File: config.mk
export PLATFORM = sky130hd
export DESIGN_NAME = mem_stage
export DESIGN_NICKNAME = d
export VERILOG_FILES = /design/src/rtl/params_pkg.sv /design/src/rtl/mem_watchdog.sv /design/src/rtl/mem_stage.sv
export SDC_FILE = /design/constraint.sdc
export NUM_CORES = 1
export LEC_CHECK = 0
export BUFFER_PORTS_ARGS = -buffer_cell sky130_fd_sc_hd__buf_2
export CORE_MARGIN = 5
export CORE_UTILIZATION = 46
export DETAILED_ROUTE_END_ITERATION = 10
export GPL_TIMING_DRIVEN = 0
export PLACE_DENSITY = 0.76
export RECOVER_POWER = 50
export SYNTH_ARGS = -nofsm -noshare
export SYNTH_HDL_FRONTEND = slang
export SYNTH_SLANG_ARGS = --single-unit
File: constraint.sdc
create_clock -name clk_i -period 2.4 [get_ports clk_i]
set_clock_uncertainty 0.05 [all_clocks]
set_input_delay 0.24 -clock clk_i [delete_from_list [all_inputs] [get_ports clk_i]]
set_output_delay 0.24 -clock clk_i [all_outputs]
set_load 0.1 [all_outputs]
File: src/rtl/params_pkg.sv
// params_pkg: shared pipeline parameters and the memory-stage state type.
//   DATA_WIDTH         - data and ALU result width
//   ADDR_WIDTH         - data memory address width
//   REGISTER_WIDTH     - register index width
//   MEM_TIMEOUT_CYCLES - memory-stage watchdog limit (used with MEM_STAGE_TIMEOUT_EN)
package params_pkg;

    localparam int unsigned DATA_WIDTH         = 32;
    localparam int unsigned ADDR_WIDTH         = 16;
    localparam int unsigned REGISTER_WIDTH     = 5;
    localparam int unsigned MEM_TIMEOUT_CYCLES = 255;

    typedef enum logic [1:0] {
        MEM_IDLE,
        MEM_REQ,
        MEM_WAIT
    } mem_state_t;

endpackage

File: src/rtl/mem_watchdog.sv
// mem_watchdog: cycle counter for an outstanding data-memory access.
//   clk_i     - clock
//   rst_i     - asynchronous active-low reset
//   start_i   - access is entering MEM_REQ; clears the count
//   active_i  - FSM is in MEM_REQ or MEM_WAIT this cycle
//   expire_o  - this cycle is the TIMEOUT_CYCLES-th cycle of the access (or later)
module mem_watchdog #(
    parameter int unsigned TIMEOUT_CYCLES = params_pkg::MEM_TIMEOUT_CYCLES
) (
    input  logic clk_i,
    input  logic rst_i,
    input  logic start_i,
    input  logic active_i,
    output logic expire_o
);

    localparam int unsigned CNT_WIDTH =
        ($clog2(TIMEOUT_CYCLES + 1) > 8) ? $clog2(TIMEOUT_CYCLES + 1) : 8;

    logic [CNT_WIDTH-1:0] cnt_q, cnt_d;

    always_comb begin
        cnt_d = cnt_q;
        if (start_i) begin
            cnt_d = '0;
        end else if (active_i && (cnt_q != '1)) begin
            cnt_d = cnt_q + 1'b1;
        end
    end

    always_ff @(posedge clk_i or negedge rst_i) begin
        if (!rst_i) begin
            cnt_q <= '0;
        end else begin
            cnt_q <= cnt_d;
        end
    end

    // cnt_q counts completed access cycles, so cnt_q == limit-1 marks the limit-th cycle.
    // >= keeps a late expiry from being missed if a load grant pushed past the limit.
    assign expire_o = active_i && (cnt_q >= CNT_WIDTH'(TIMEOUT_CYCLES - 1));

endmodule

File: src/rtl/mem_stage.sv
// mem_stage: pipeline memory stage. ALU results pass through in one cycle; loads and
// stores run a req/gnt/rvalid handshake with the data memory while stalling upstream.
// Build option: define MEM_STAGE_TIMEOUT_EN to add the access watchdog (mem_watchdog).
//   clk_i, rst_i                 - clock, asynchronous active-low reset
//   valid_i .. wr_reg_i          - registered ALU-stage outputs
//   stall_o                      - upstream must hold its outputs
//   dmem_*                       - data memory request / response
//   wb_*                         - registered writeback record, one pulse per retirement
//   mem_error_o                  - watchdog timeout pulse (0 without the watchdog)
module mem_stage #(
    parameter int unsigned DATA_WIDTH     = params_pkg::DATA_WIDTH,
    parameter int unsigned ADDR_WIDTH     = params_pkg::ADDR_WIDTH,
    parameter int unsigned REGISTER_WIDTH = params_pkg::REGISTER_WIDTH,
    parameter int unsigned TIMEOUT_CYCLES = params_pkg::MEM_TIMEOUT_CYCLES
) (
    input  logic                      clk_i,
    input  logic                      rst_i,
    input  logic                      valid_i,
    input  logic                      reg_wr_en_i,
    input  logic                      is_load_i,
    input  logic                      is_store_i,
    input  logic [DATA_WIDTH-1:0]     alu_result_i,
    input  logic [DATA_WIDTH-1:0]     reg_a_data_i,
    input  logic [REGISTER_WIDTH-1:0] wr_reg_i,
    output logic                      stall_o,
    output logic                      dmem_req_o,
    output logic                      dmem_we_o,
    output logic [ADDR_WIDTH-1:0]     dmem_addr_o,
    output logic [DATA_WIDTH-1:0]     dmem_wdata_o,
    input  logic                      dmem_gnt_i,
    input  logic                      dmem_rvalid_i,
    input  logic [DATA_WIDTH-1:0]     dmem_rdata_i,
    output logic                      wb_valid_o,
    output logic                      wb_reg_wr_en_o,
    output logic [REGISTER_WIDTH-1:0] wb_wr_reg_o,
    output logic [DATA_WIDTH-1:0]     wb_data_o,
    output logic                      mem_error_o
);

    import params_pkg::*;

    mem_state_t state_q, state_d;

    // Capture registers for the access in flight.
    logic [ADDR_WIDTH-1:0]     addr_q, addr_d;
    logic [DATA_WIDTH-1:0]     wdata_q, wdata_d;
    logic                      we_q, we_d;
    logic [REGISTER_WIDTH-1:0] wr_reg_q, wr_reg_d;
    logic                      reg_wr_en_q, reg_wr_en_d;

    // Writeback record.
    logic                      wb_valid_q, wb_valid_d;
    logic                      wb_reg_wr_en_q, wb_reg_wr_en_d;
    logic [REGISTER_WIDTH-1:0] wb_wr_reg_q, wb_wr_reg_d;
    logic [DATA_WIDTH-1:0]     wb_data_q, wb_data_d;

    logic err_q, err_d;
    logic mem_op;
    logic start;
    logic expire;

    assign mem_op = is_load_i | is_store_i;
    assign start  = (state_q == MEM_IDLE) && valid_i && mem_op;

`ifdef MEM_STAGE_TIMEOUT_EN
    mem_watchdog #(
        .TIMEOUT_CYCLES (TIMEOUT_CYCLES)
    ) u_mem_watchdog (
        .clk_i    (clk_i),
        .rst_i    (rst_i),
        .start_i  (start),
        .active_i ((state_q == MEM_REQ) || (state_q == MEM_WAIT)),
        .expire_o (expire)
    );
`else
    assign expire = 1'b0;
`endif

    always_comb begin
        state_d        = state_q;
        addr_d         = addr_q;
        wdata_d        = wdata_q;
        we_d           = we_q;
        wr_reg_d       = wr_reg_q;
        reg_wr_en_d    = reg_wr_en_q;
        wb_valid_d     = 1'b0;
        wb_reg_wr_en_d = wb_reg_wr_en_q;
        wb_wr_reg_d    = wb_wr_reg_q;
        wb_data_d      = wb_data_q;
        err_d          = 1'b0;
        stall_o        = 1'b0;

        case (state_q)
            MEM_IDLE: begin
                if (valid_i && mem_op) begin
                    addr_d      = alu_result_i[ADDR_WIDTH-1:0];
                    wdata_d     = reg_a_data_i;
                    we_d        = is_store_i;
                    wr_reg_d    = wr_reg_i;
                    reg_wr_en_d = reg_wr_en_i;
                    stall_o     = 1'b1;
                    state_d     = MEM_REQ;
                end else begin
                    wb_valid_d     = valid_i;
                    wb_reg_wr_en_d = valid_i & reg_wr_en_i;
                    wb_data_d      = alu_result_i;
                    wb_wr_reg_d    = wr_reg_i;
                end
            end
            MEM_REQ: begin
                stall_o = ~(dmem_gnt_i & we_q) & ~expire;
                // A grant is progress and takes priority over a same-cycle expiry.
                if (dmem_gnt_i) begin
                    if (we_q) begin
                        wb_valid_d     = 1'b1;
                        wb_reg_wr_en_d = 1'b0;
                        wb_wr_reg_d    = wr_reg_q;
                        state_d        = MEM_IDLE;
                    end else begin
                        state_d = MEM_WAIT;
                    end
                end else if (expire) begin
                    wb_valid_d     = 1'b1;
                    wb_reg_wr_en_d = 1'b0;
                    wb_wr_reg_d    = wr_reg_q;
                    err_d          = 1'b1;
                    state_d        = MEM_IDLE;
                end
            end
            MEM_WAIT: begin
                stall_o = ~dmem_rvalid_i & ~expire;
                if (dmem_rvalid_i) begin
                    wb_valid_d     = 1'b1;
                    wb_reg_wr_en_d = reg_wr_en_q;
                    wb_wr_reg_d    = wr_reg_q;
                    wb_data_d      = dmem_rdata_i;
                    state_d        = MEM_IDLE;
                end else if (expire) begin
                    wb_valid_d     = 1'b1;
                    wb_reg_wr_en_d = 1'b0;
                    wb_wr_reg_d    = wr_reg_q;
                    err_d          = 1'b1;
                    state_d        = MEM_IDLE;
                end
            end
            default: begin
                state_d = MEM_IDLE;
            end
        endcase
    end

    always_ff @(posedge clk_i or negedge rst_i) begin
        if (!rst_i) begin
            state_q        <= MEM_IDLE;
            addr_q         <= '0;
            wdata_q        <= '0;
            we_q           <= 1'b0;
            wr_reg_q       <= '0;
            reg_wr_en_q    <= 1'b0;
            wb_valid_q     <= 1'b0;
            wb_reg_wr_en_q <= 1'b0;
            wb_wr_reg_q    <= '0;
            wb_data_q      <= '0;
            err_q          <= 1'b0;
        end else begin
            state_q        <= state_d;
            addr_q         <= addr_d;
            wdata_q        <= wdata_d;
            we_q           <= we_d;
            wr_reg_q       <= wr_reg_d;
            reg_wr_en_q    <= reg_wr_en_d;
            wb_valid_q     <= wb_valid_d;
            wb_reg_wr_en_q <= wb_reg_wr_en_d;
            wb_wr_reg_q    <= wb_wr_reg_d;
            wb_data_q      <= wb_data_d;
            err_q          <= err_d;
        end
    end

    // req comes straight from the state so an async reset drops it immediately.
    assign dmem_req_o     = (state_q == MEM_REQ);
    assign dmem_we_o      = we_q;
    assign dmem_addr_o    = addr_q;
    assign dmem_wdata_o   = wdata_q;
    assign wb_valid_o     = wb_valid_q;
    assign wb_reg_wr_en_o = wb_reg_wr_en_q;
    assign wb_wr_reg_o    = wb_wr_reg_q;
    assign wb_data_o      = wb_data_q;
    assign mem_error_o    = err_q;

endmodule

==> results of run 1 <==
-- sequential cells by signal (all words and copies together), names as in the netlist --
signal,count
wr_reg_q,5
wb_reg_wr_en_o,1
wb_valid_o,1
reg_wr_en_q,1
wb_wr_reg_o,5
state_q,2
dmem_we_o,1
dmem_wdata_o,32
wb_data_o,32
dmem_addr_o,16
-- worst max-delay path by stage --
stage | startpoint | slack (ps) | end
finish | state_q[0] | 120 | stall_o
CTS | state_q[0] | 50 | stall_o
floorplan | dmem_we_o | 280 | stall_o
global route | state_q[0] | -7 | stall_o
global placement | rst_i | 130 | wb_data_o[14]
detailed placement | state_q[0] | 180 | stall_o
-- cells by family after synthesis --
| logic type | after synthesis |
|---|---|
| buf+inv | 21 |
| simple gates | 41 |
| mux | 99 |
| flops | 96 |
| compound gates | 42 |
| fa+ha+maj | 6 |
| other cells | 1 |
-- through the flow --
stage | hold slack [ps] | utilization (%) | cell area (um^2)
global route | 37.7 | 63.6 | 5550
detailed placement | 292 | 60.5 | 5280
global placement | 409 | 60.3 | 5260
finish | 64.1 | 63.6 | 5550
CTS | 49.6 | 63.5 | 5540
floorplan | -106 | - | 4130
-- synth_stat cells, drive strengths merged --
cell type and count:
dfrtp 96, buf 13, nand3 3, o21ai 35, mux2i 32, ha 6
mux2 67, nor4b 1, conb 1, inv 3, nor2 3, a32o 1
nand2b 1, o211ai 2, a21oi 3, a32oi 1, nand2 33, clkbuf 5
-- layer usage --
layer	share of wire (%)	global-route usage, %	up-vias
met5	0.13	0	-
met3	10	8.69	10
met1	40	22.6	1493
li1	-	-	1489
met2	48	31.3	121
met4	0.78	3.29	2
-- cells in the final DEF (no fill, tap or decap), types with 2 or more instances in the layout --
master / count
a21oi_1: 2
buf_2: 200
buf_4: 2
buf_6: 6
bufinv_16: 3
clkbuf_1: 5
clkbuf_8: 10
clkinvlp_4: 2
dfrtp_1: 96
ha_1: 5
inv_1: 3
mux2_2: 67
mux2i_1: 32
nand2_1: 33
nand3_1: 3
nor2_1: 3
o211ai_2: 2
o21ai_0: 34
-- critical path, delay by kind of cell (launching register included) --
family                     cells  cell delay [ps]
AOI/OAI and AO/OA              2              260
buffers and inverters          4              750
adders and majority gates      1              190
DFF                            1              430
-- repair_timing --
action                                  in CTS  in global routing
resized for setup                            3                  2
hold buffers                                 1                  0
endpoints found under the hold margin       54                  0
endpoints found under the setup margin       1                  1
pin swaps                                    0                  0
-- cell type report --
| type | instances | area share, % |
|---|---|---|
| Tap cell | 108 | 2.43 |
| Buffer | 18 | 2.25 |
| Inverter | 3 | 0.203 |
| Timing Repair Buffer | 200 | 18.6 |
| Multi-Input combinational cell | 189 | 28.9 |
| Clock buffer | 10 | 2.48 |
| Clock inverter | 5 | 1.89 |
| Sequential cell | 96 | 43.3 |
==> results.json, run 1 <==
{
  "grt_overflow": 0,
  "cp-end-kind": "primary output",
  "synth_area_um2": 4120,
  "hp-start": "reg_a_data_i[7]",
  "die_w_um": 105,
  "grt_pass1_vias": 3454,
  "ant_nets": 0,
  "multi_input_area_um2": 1600,
  "drc": 0,
  "track_usage_pct": 18.7,
  "status": "complete, no violations",
  "setup_violations": 0,
  "drt_pass1_iterations": 4,
  "pre_cts_ws_ps": 179,
  "worstSetupPathType": "flop to primary output",
  "dp_cells": 613,
  "setup_tns_ps": 0,
  "stdcell_count": 629,
  "synthMuxAreaShare_pct": 26.1,
  "r2r-start": "state_q[0]",
  "min_path_type": "input pin to flop",
  "synth-adder-area-share_pct": 1.82,
  "drt_iter0_drc": 108,
  "fmax_ghz": 0.439,
  "synth-simple-area-share_pct": 4.56,
  "maxSlewHeadroom_pct": 6.93,
  "seq_area_frac_synth_pct": 58.3,
  "seqCellArea_um2": 2400,
  "wl_mm": 10.2,
  "critical-path-max-stage-delay_ps": 430,
  "period_share_pct": 94.9,
  "drive_above_1_share_pct": 57.6,
  "synth_cells": 306,
  "clockRootBuffer": "clkbuf_8",
  "min_period_ps": 2280,
  "finalHoldViolations": 0,
  "htree_levels": 3,
  "cts_tree": "yes",
  "fill_cells": 708,
  "viasPerCell": 4.95,
  "required_ps": 2110,
  "coreArea_um2": 8720,
  "tightest_slew_ps": 1400,
  "area_growth_pct": 34.8,
  "post_cts_buffers": 0,
  "worstHoldEndpoint": "dmem_wdata_o[7]",
  "start_util_pct": 47.2,
  "synth_top_family_by_area": "multiplexers",
  "ys_ff_latch": 96,
  "synth_top_area_share_pct": 58.3,
  "wl_per_cell_um": 16.1,
  "reg2regPathDepth": 7,
  "maxCapViolations": 0,
  "clockBufferDepth": 2,
  "fin_ws_ps": 123,
  "pin_count": 200,
  "arrival_ps": 1990,
  "vias": 3115,
  "yosysWarningCount": 0,
  "die_h_um": 105,
  "clkLatencyLatePin_ps": 350,
  "hpwl_mm": 8.01,
  "ys_types": 22,
  "synth_compound_area_share_pct": 5.77,
  "syn_avg_cell_area_um2": 13.5,
  "hold_depth": 2,
  "numCtsBuffers": 9,
  "synth_top_cell_by_area": "dfrtp_1",
  "fp-row-count": 34,
  "r2r_slack_ps": 340,
  "synthTopCellsByArea": "dfrtp_1, mux2_2, mux2i_1, o21ai_0, nand2_1",
  "cts.sinks": 96,
  "grt_pass1_wl_mm": 16.9,
  "maxSlewViolCount": 0,
  "io_buffer_count": 198,
  "antenna_cells": 0,
  "synth_xor_area_share_pct": 0,
  "grt_antenna_before_repair": 1,
  "gp_congestion": 0.762,
  "crit_fanout": 10,
  "path_cells": "inv_1, ha_4, o211ai_2, buf_4, buf_6, a21oi_4, buf_8",
  "grt_max_degree": 56,
  "clkSlewWorstSetupHoldPaths_ps": 100,
  "reg2reg_to": "wb_wr_reg_o[0]",
  "dieArea_um2": 10900,
  "syn_nets": 421,
  "fin_nets": 632,
  "cp-start-kind": "flop",
  "cp_slowest_cell": "dfrtp_1"
}
Power of run 1 is not shown: default switching activity piles up to over one toggle a cycle in this logic, so the estimate is an artifact.
==> run 2, diff against run 1 <==
Settings changed: CORE_UTILIZATION 46 to 42, PLACE_DENSITY 0.76 to 0.73.
Clock period 2.4 ns to 2 ns, I/O delays scaled along.
==> results.json, run 2 (synthesis gave the netlist of run 1 again) <==
{
  "dieArea_um2": 11900,
  "period_share_pct": 98.2,
  "vias": 3235,
  "start_util_pct": 42.5,
  "wl_mm": 10.8,
  "fp-row-count": 36,
  "cts_tree": "yes",
  "viasPerCell": 4.74,
  "fill_cells": 801,
  "worstSetupPathType": "flop to primary output",
  "final_common_cell": "buf_2",
  "cts.sinks": 96,
  "drive_above_1_share_pct": 60.2,
  "numCtsBuffers": 9,
  "coreArea_um2": 9680,
  "fmax_ghz": 0.509,
  "design_area_um2": 5800,
  "maxCapViolations": 0,
  "final_cell_mix": "buf_2, dfrtp_1, mux2_2",
  "grt_antenna_before_repair": 1,
  "drt_pass1_iterations": 4,
  "wl_per_cell_um": 15.8,
  "min_path_type": "input pin to flop",
  "stdcell_count": 682,
  "drc": 0,
  "fin_nets": 658,
  "min_period_ps": 1960,
  "cp_slowest_cell": "dfrtp_1",
  "grt_max_degree": 73,
  "cp-start-kind": "flop",
  "required_ps": 1750,
  "grt_pass1_wl_mm": 16.6,
  "status": "complete, no violations",
  "maxSlewViolCount": 0,
  "htree_levels": 3,
  "drt_iter0_drc": 83,
  "die_w_um": 109,
  "setup_violations": 0,
  "track_usage_pct": 17.9,
  "gp_congestion": 0.802,
  "dp_cells": 638,
  "die_h_um": 109,
  "finalHoldViolations": 0,
  "tightest_slew_ps": 983,
  "grt_overflow": 0,
  "io_buffer_count": 198,
  "clockRootBuffer": "clkbuf_8",
  "pin_count": 200,
  "dpl_cell_area_um2": 5320,
  "arrival_ps": 1710,
  "hpwl_mm": 8.13,
  "path_cells": "inv_2, ha_4, inv_4, o21ai_4, nor2_4, a21oi_4, buf_12",
  "maxSlewHeadroom_pct": 34.5,
  "cp-end-kind": "primary output",
  "critical-path-max-stage-delay_ps": 420,
  "clockBufferDepth": 2,
  "clkLatencyLatePin_ps": 350,
  "grt_pass1_vias": 3428,
  "crit_fanout": 4,
  "area_growth_pct": 40.8,
  "fin_hold_ws_ps": 27.2,
  "clkSlewWorstSetupHoldPaths_ps": 90,
  "ant_nets": 0,
  "rsz0062_at_grt": "true"
}
-- run 2: changes by cell type in the layout (fill, tap and decap cells not counted), moves of 3 or more --
cell           delta
bufinv_16         -3
clkbuf_1          -3
inv_1             -3
dlygate4sd3_1     +9
ha_1              -3
buf_4            +18
clkbuf_2          +4
-- run 2: area by class of cell --
cell class / instances / area (um^2) / area share (%)
multi-input cells: 189 / 1660 / 28.7
plain buffers: 16 / 116 / 2.01
flip-flops and latches: 96 / 2400 / 41.5
clock inverters: 5 / 40.0 / 0.691
diodes: 1 / 2.50 / 0.0432
inverters: 3 / 13.8 / 0.237
well taps: 133 / 166 / 2.87
clock buffers: 11 / 131 / 2.27
repair buffers: 228 / 1260 / 21.8
-- run 2: what timing repair did --
item,4_1_cts,5_1_grt
gates resized for setup,12,22
hold buffers,10,0
setup endpoints to repair,36,37
pin swaps,2,4
endpoints found under the hold margin,33,0
setup buffers,11,8
-- run 2: metrics by stage --
step                setup WS, ps  util, %  setup TNS [ps]
finish                      35.8     59.9               0
global route               -50.6     59.9           -50.6
CTS                        -40.7     59.0           -40.7
detailed placement          -209     54.9            -911
global placement            -424     54.6          -24770
floorplan                  -39.3        -           -39.3
-- run 2: layer usage --
| metal | up-vias | wire (um) | track usage (%) |
|---|---|---|---|
| li1 | 1544 | - | - |
| met1 | 1571 | 4070 | 20.9 |
| met2 | 108 | 5720 | 31.7 |
| met3 | 12 | 805 | 3.79 |
| met4 | 0 | 171 | 7.48 |
| met5 | - | 0 | 0 |
-- run 2: critical path, delay by kind of cell, from the launching register on --
family | cells | cell delay, ps
and+or+nand+nor | 1 | 70
adders and majority gates | 1 | 150
DFF | 1 | 420
AOI/OAI and AO/OA | 2 | 340
buffers and inverters | 3 | 360
-- run 2: path summary, 6_finish.rpt --
path | startpoint | end | slack (ps) | cells past startpoint
setup / recovery | state_q[1] | stall_o | 40 | 7
hold / removal | reg_a_data_i[7] | dmem_wdata_o[7] | 30 | 2
setup reg to reg | state_q[1] | wb_wr_reg_o[0] | 120 | 5
hold reg to reg | wb_data_o[16] | wb_data_o[16] | 430 | 2
max in group asynchronous | rst_i | dmem_wdata_o[2] | 350 | 3
min in group asynchronous | rst_i | dmem_addr_o[13] | 210 | 2
Power of run 2 is left out for the same reason.
==> run 3, diff against run 2 <==
Settings changed: BUFFER_PORTS_ARGS -buffer_cell sky130_fd_sc_hd__buf_2 to -buffer_cell sky130_fd_sc_hd__buf_4, CAP_MARGIN from default to 20.
==> results.json, run 3 (synthesis gave the netlist of run 1 again) <==
{
  "setup_violations": 0,
  "tightest_slew_ps": 652,
  "r2r-start": "state_q[0]",
  "clkSlewWorstSetupHoldPaths_ps": 100,
  "htree_levels": 3,
  "fin_hold_ws_ps": 22.6,
  "io_buffer_count": 198,
  "period_share_pct": 98.1,
  "arrival_ps": 1710,
  "cts_tree": "yes",
  "fp-row-count": 36,
  "hpwl_mm": 8.43,
  "final_common_cell": "buf_4",
  "viasPerCell": 4.80,
  "grt_antenna_before_repair": 0,
  "worstSetupStartpoint": "state_q[1]",
  "vias": 3214,
  "crit_fanout": 3,
  "drt_iter0_drc": 121,
  "status": "complete, no violations",
  "wl_mm": 11.1,
  "maxCapViolations": 0,
  "clockBufferDepth": 2,
  "maxSlewViolCount": 0,
  "final_cell_mix": "buf_4, dfrtp_1, mux2_2",
  "clockRootBuffer": "clkbuf_8",
  "design_area_um2": 6130,
  "clkLatencyLatePin_ps": 350,
  "grt_pass1_vias": 3267,
  "antenna_cells": 0,
  "drt_pass1_iterations": 4,
  "coreArea_um2": 9680,
  "gp_congestion": 0.783,
  "dieArea_um2": 11900,
  "cp-start-kind": "flop",
  "fill_cells": 807,
  "numCtsBuffers": 9,
  "die_w_um": 109,
  "min_path_type": "input pin to flop",
  "fmax_ghz": 0.510,
  "maxSlewHeadroom_pct": 56.5,
  "grt_pass1_wl_mm": 16.7,
  "grt_overflow": 0,
  "min_period_ps": 1960,
  "start_util_pct": 42.5,
  "grt_max_degree": 71,
  "wl_per_cell_um": 16.5,
  "die_h_um": 109,
  "finalHoldViolations": 0,
  "cts.sinks": 96,
  "stdcell_count": 669,
  "required_ps": 1750,
  "hp-start": "alu_result_i[11]",
  "dp_cells": 638,
  "drc": 0,
  "fin_nets": 646,
  "pin_count": 200,
  "dpl_cell_area_um2": 5810,
  "rsz0062_at_grt": "true",
  "track_usage_pct": 18.2,
  "worstSetupPathType": "flop to primary output",
  "area_growth_pct": 48.9,
  "cp-end-kind": "primary output",
  "drive_above_1_share_pct": 60.1,
  "ant_nets": 0
}
-- run 3: changes by cell type in the layout (fill, tap and decap cells not counted), sizes merged --
cell,before,now
buf,228,179
clkbuf,17,57
dlygate4sd3,10,6
bufinv,0,3
clkinvlp,3,0
clkinv,0,1
diode,1,0
-- run 3: cell type report --
type	instances	area [um^2]	area share (%)
clock buffer	10	138	2.24
tap	133	166	2.71
multi-input combinational	189	1630	26.6
buffer	17	124	2.02
inverter	3	11.3	0.184
sequential	96	2400	39.2
clock inverter	6	113	1.84
timing repair buffer	215	1540	25.2
-- run 3: worst paths after layout --
kind	endpoint	depth (start not counted)	slack (ps)
worst max-delay path	stall_o	7	40
worst min-delay path	dmem_addr_o[11]	2	20
worst max register to register	wb_wr_reg_o[3]	6	90
worst min register to register	wb_data_o[26]	2	440
max in group asynchronous	dmem_we_o	3	440
min in group asynchronous	dmem_addr_o[13]	2	330
-- run 3: metal layers --
metal / GRT usage (%) / part of all wire [%] / wire [um] / vias to the layer above
met1: 22.4 / 38 / 4170 / 1575
met3: 4.85 / 7.6 / 839 / 13
li1: - / - / - / 1518
met5: 0 / 0 / 0 / -
met4: 5.14 / 1.3 / 147 / 0
met2: 31.4 / 53 / 5910 / 108
-- run 3: critical path, cell delays in order, from the launching register on --
cell and delay [ps]:
dfrtp_1 420, inv_2 110, ha_1 170, inv_2 70
o21ai_4 180, nor2_2 70, a21oi_4 140, buf_12 190
-- run 3: through the flow --
step / worst slack (ps) / util (%) / setup TNS [ps]
after floorplan: -39.3 / - / -39.3
after global placement: -39.7 / 59.7 / -188
after detailed placement: -92.0 / 60.0 / -806
after CTS: -29.0 / 63.9 / -29.0
after global routing: -41.3 / 63.3 / -41.3
final: 37.7 / 63.3 / 0
-- run 3: what timing repair did --
| action | 4_1_cts | 5_1_grt |
|---|---|---|
| setup buffers | 7 | 3 |
| hold buffers | 3 | 3 |
| pin swaps | 2 | 2 |
| hold endpoints to repair | 28 | 3 |
| resized for setup | 11 | 15 |
| endpoints found under the setup margin | 23 | 31 |
Power of run 3 is left out for the same reason.
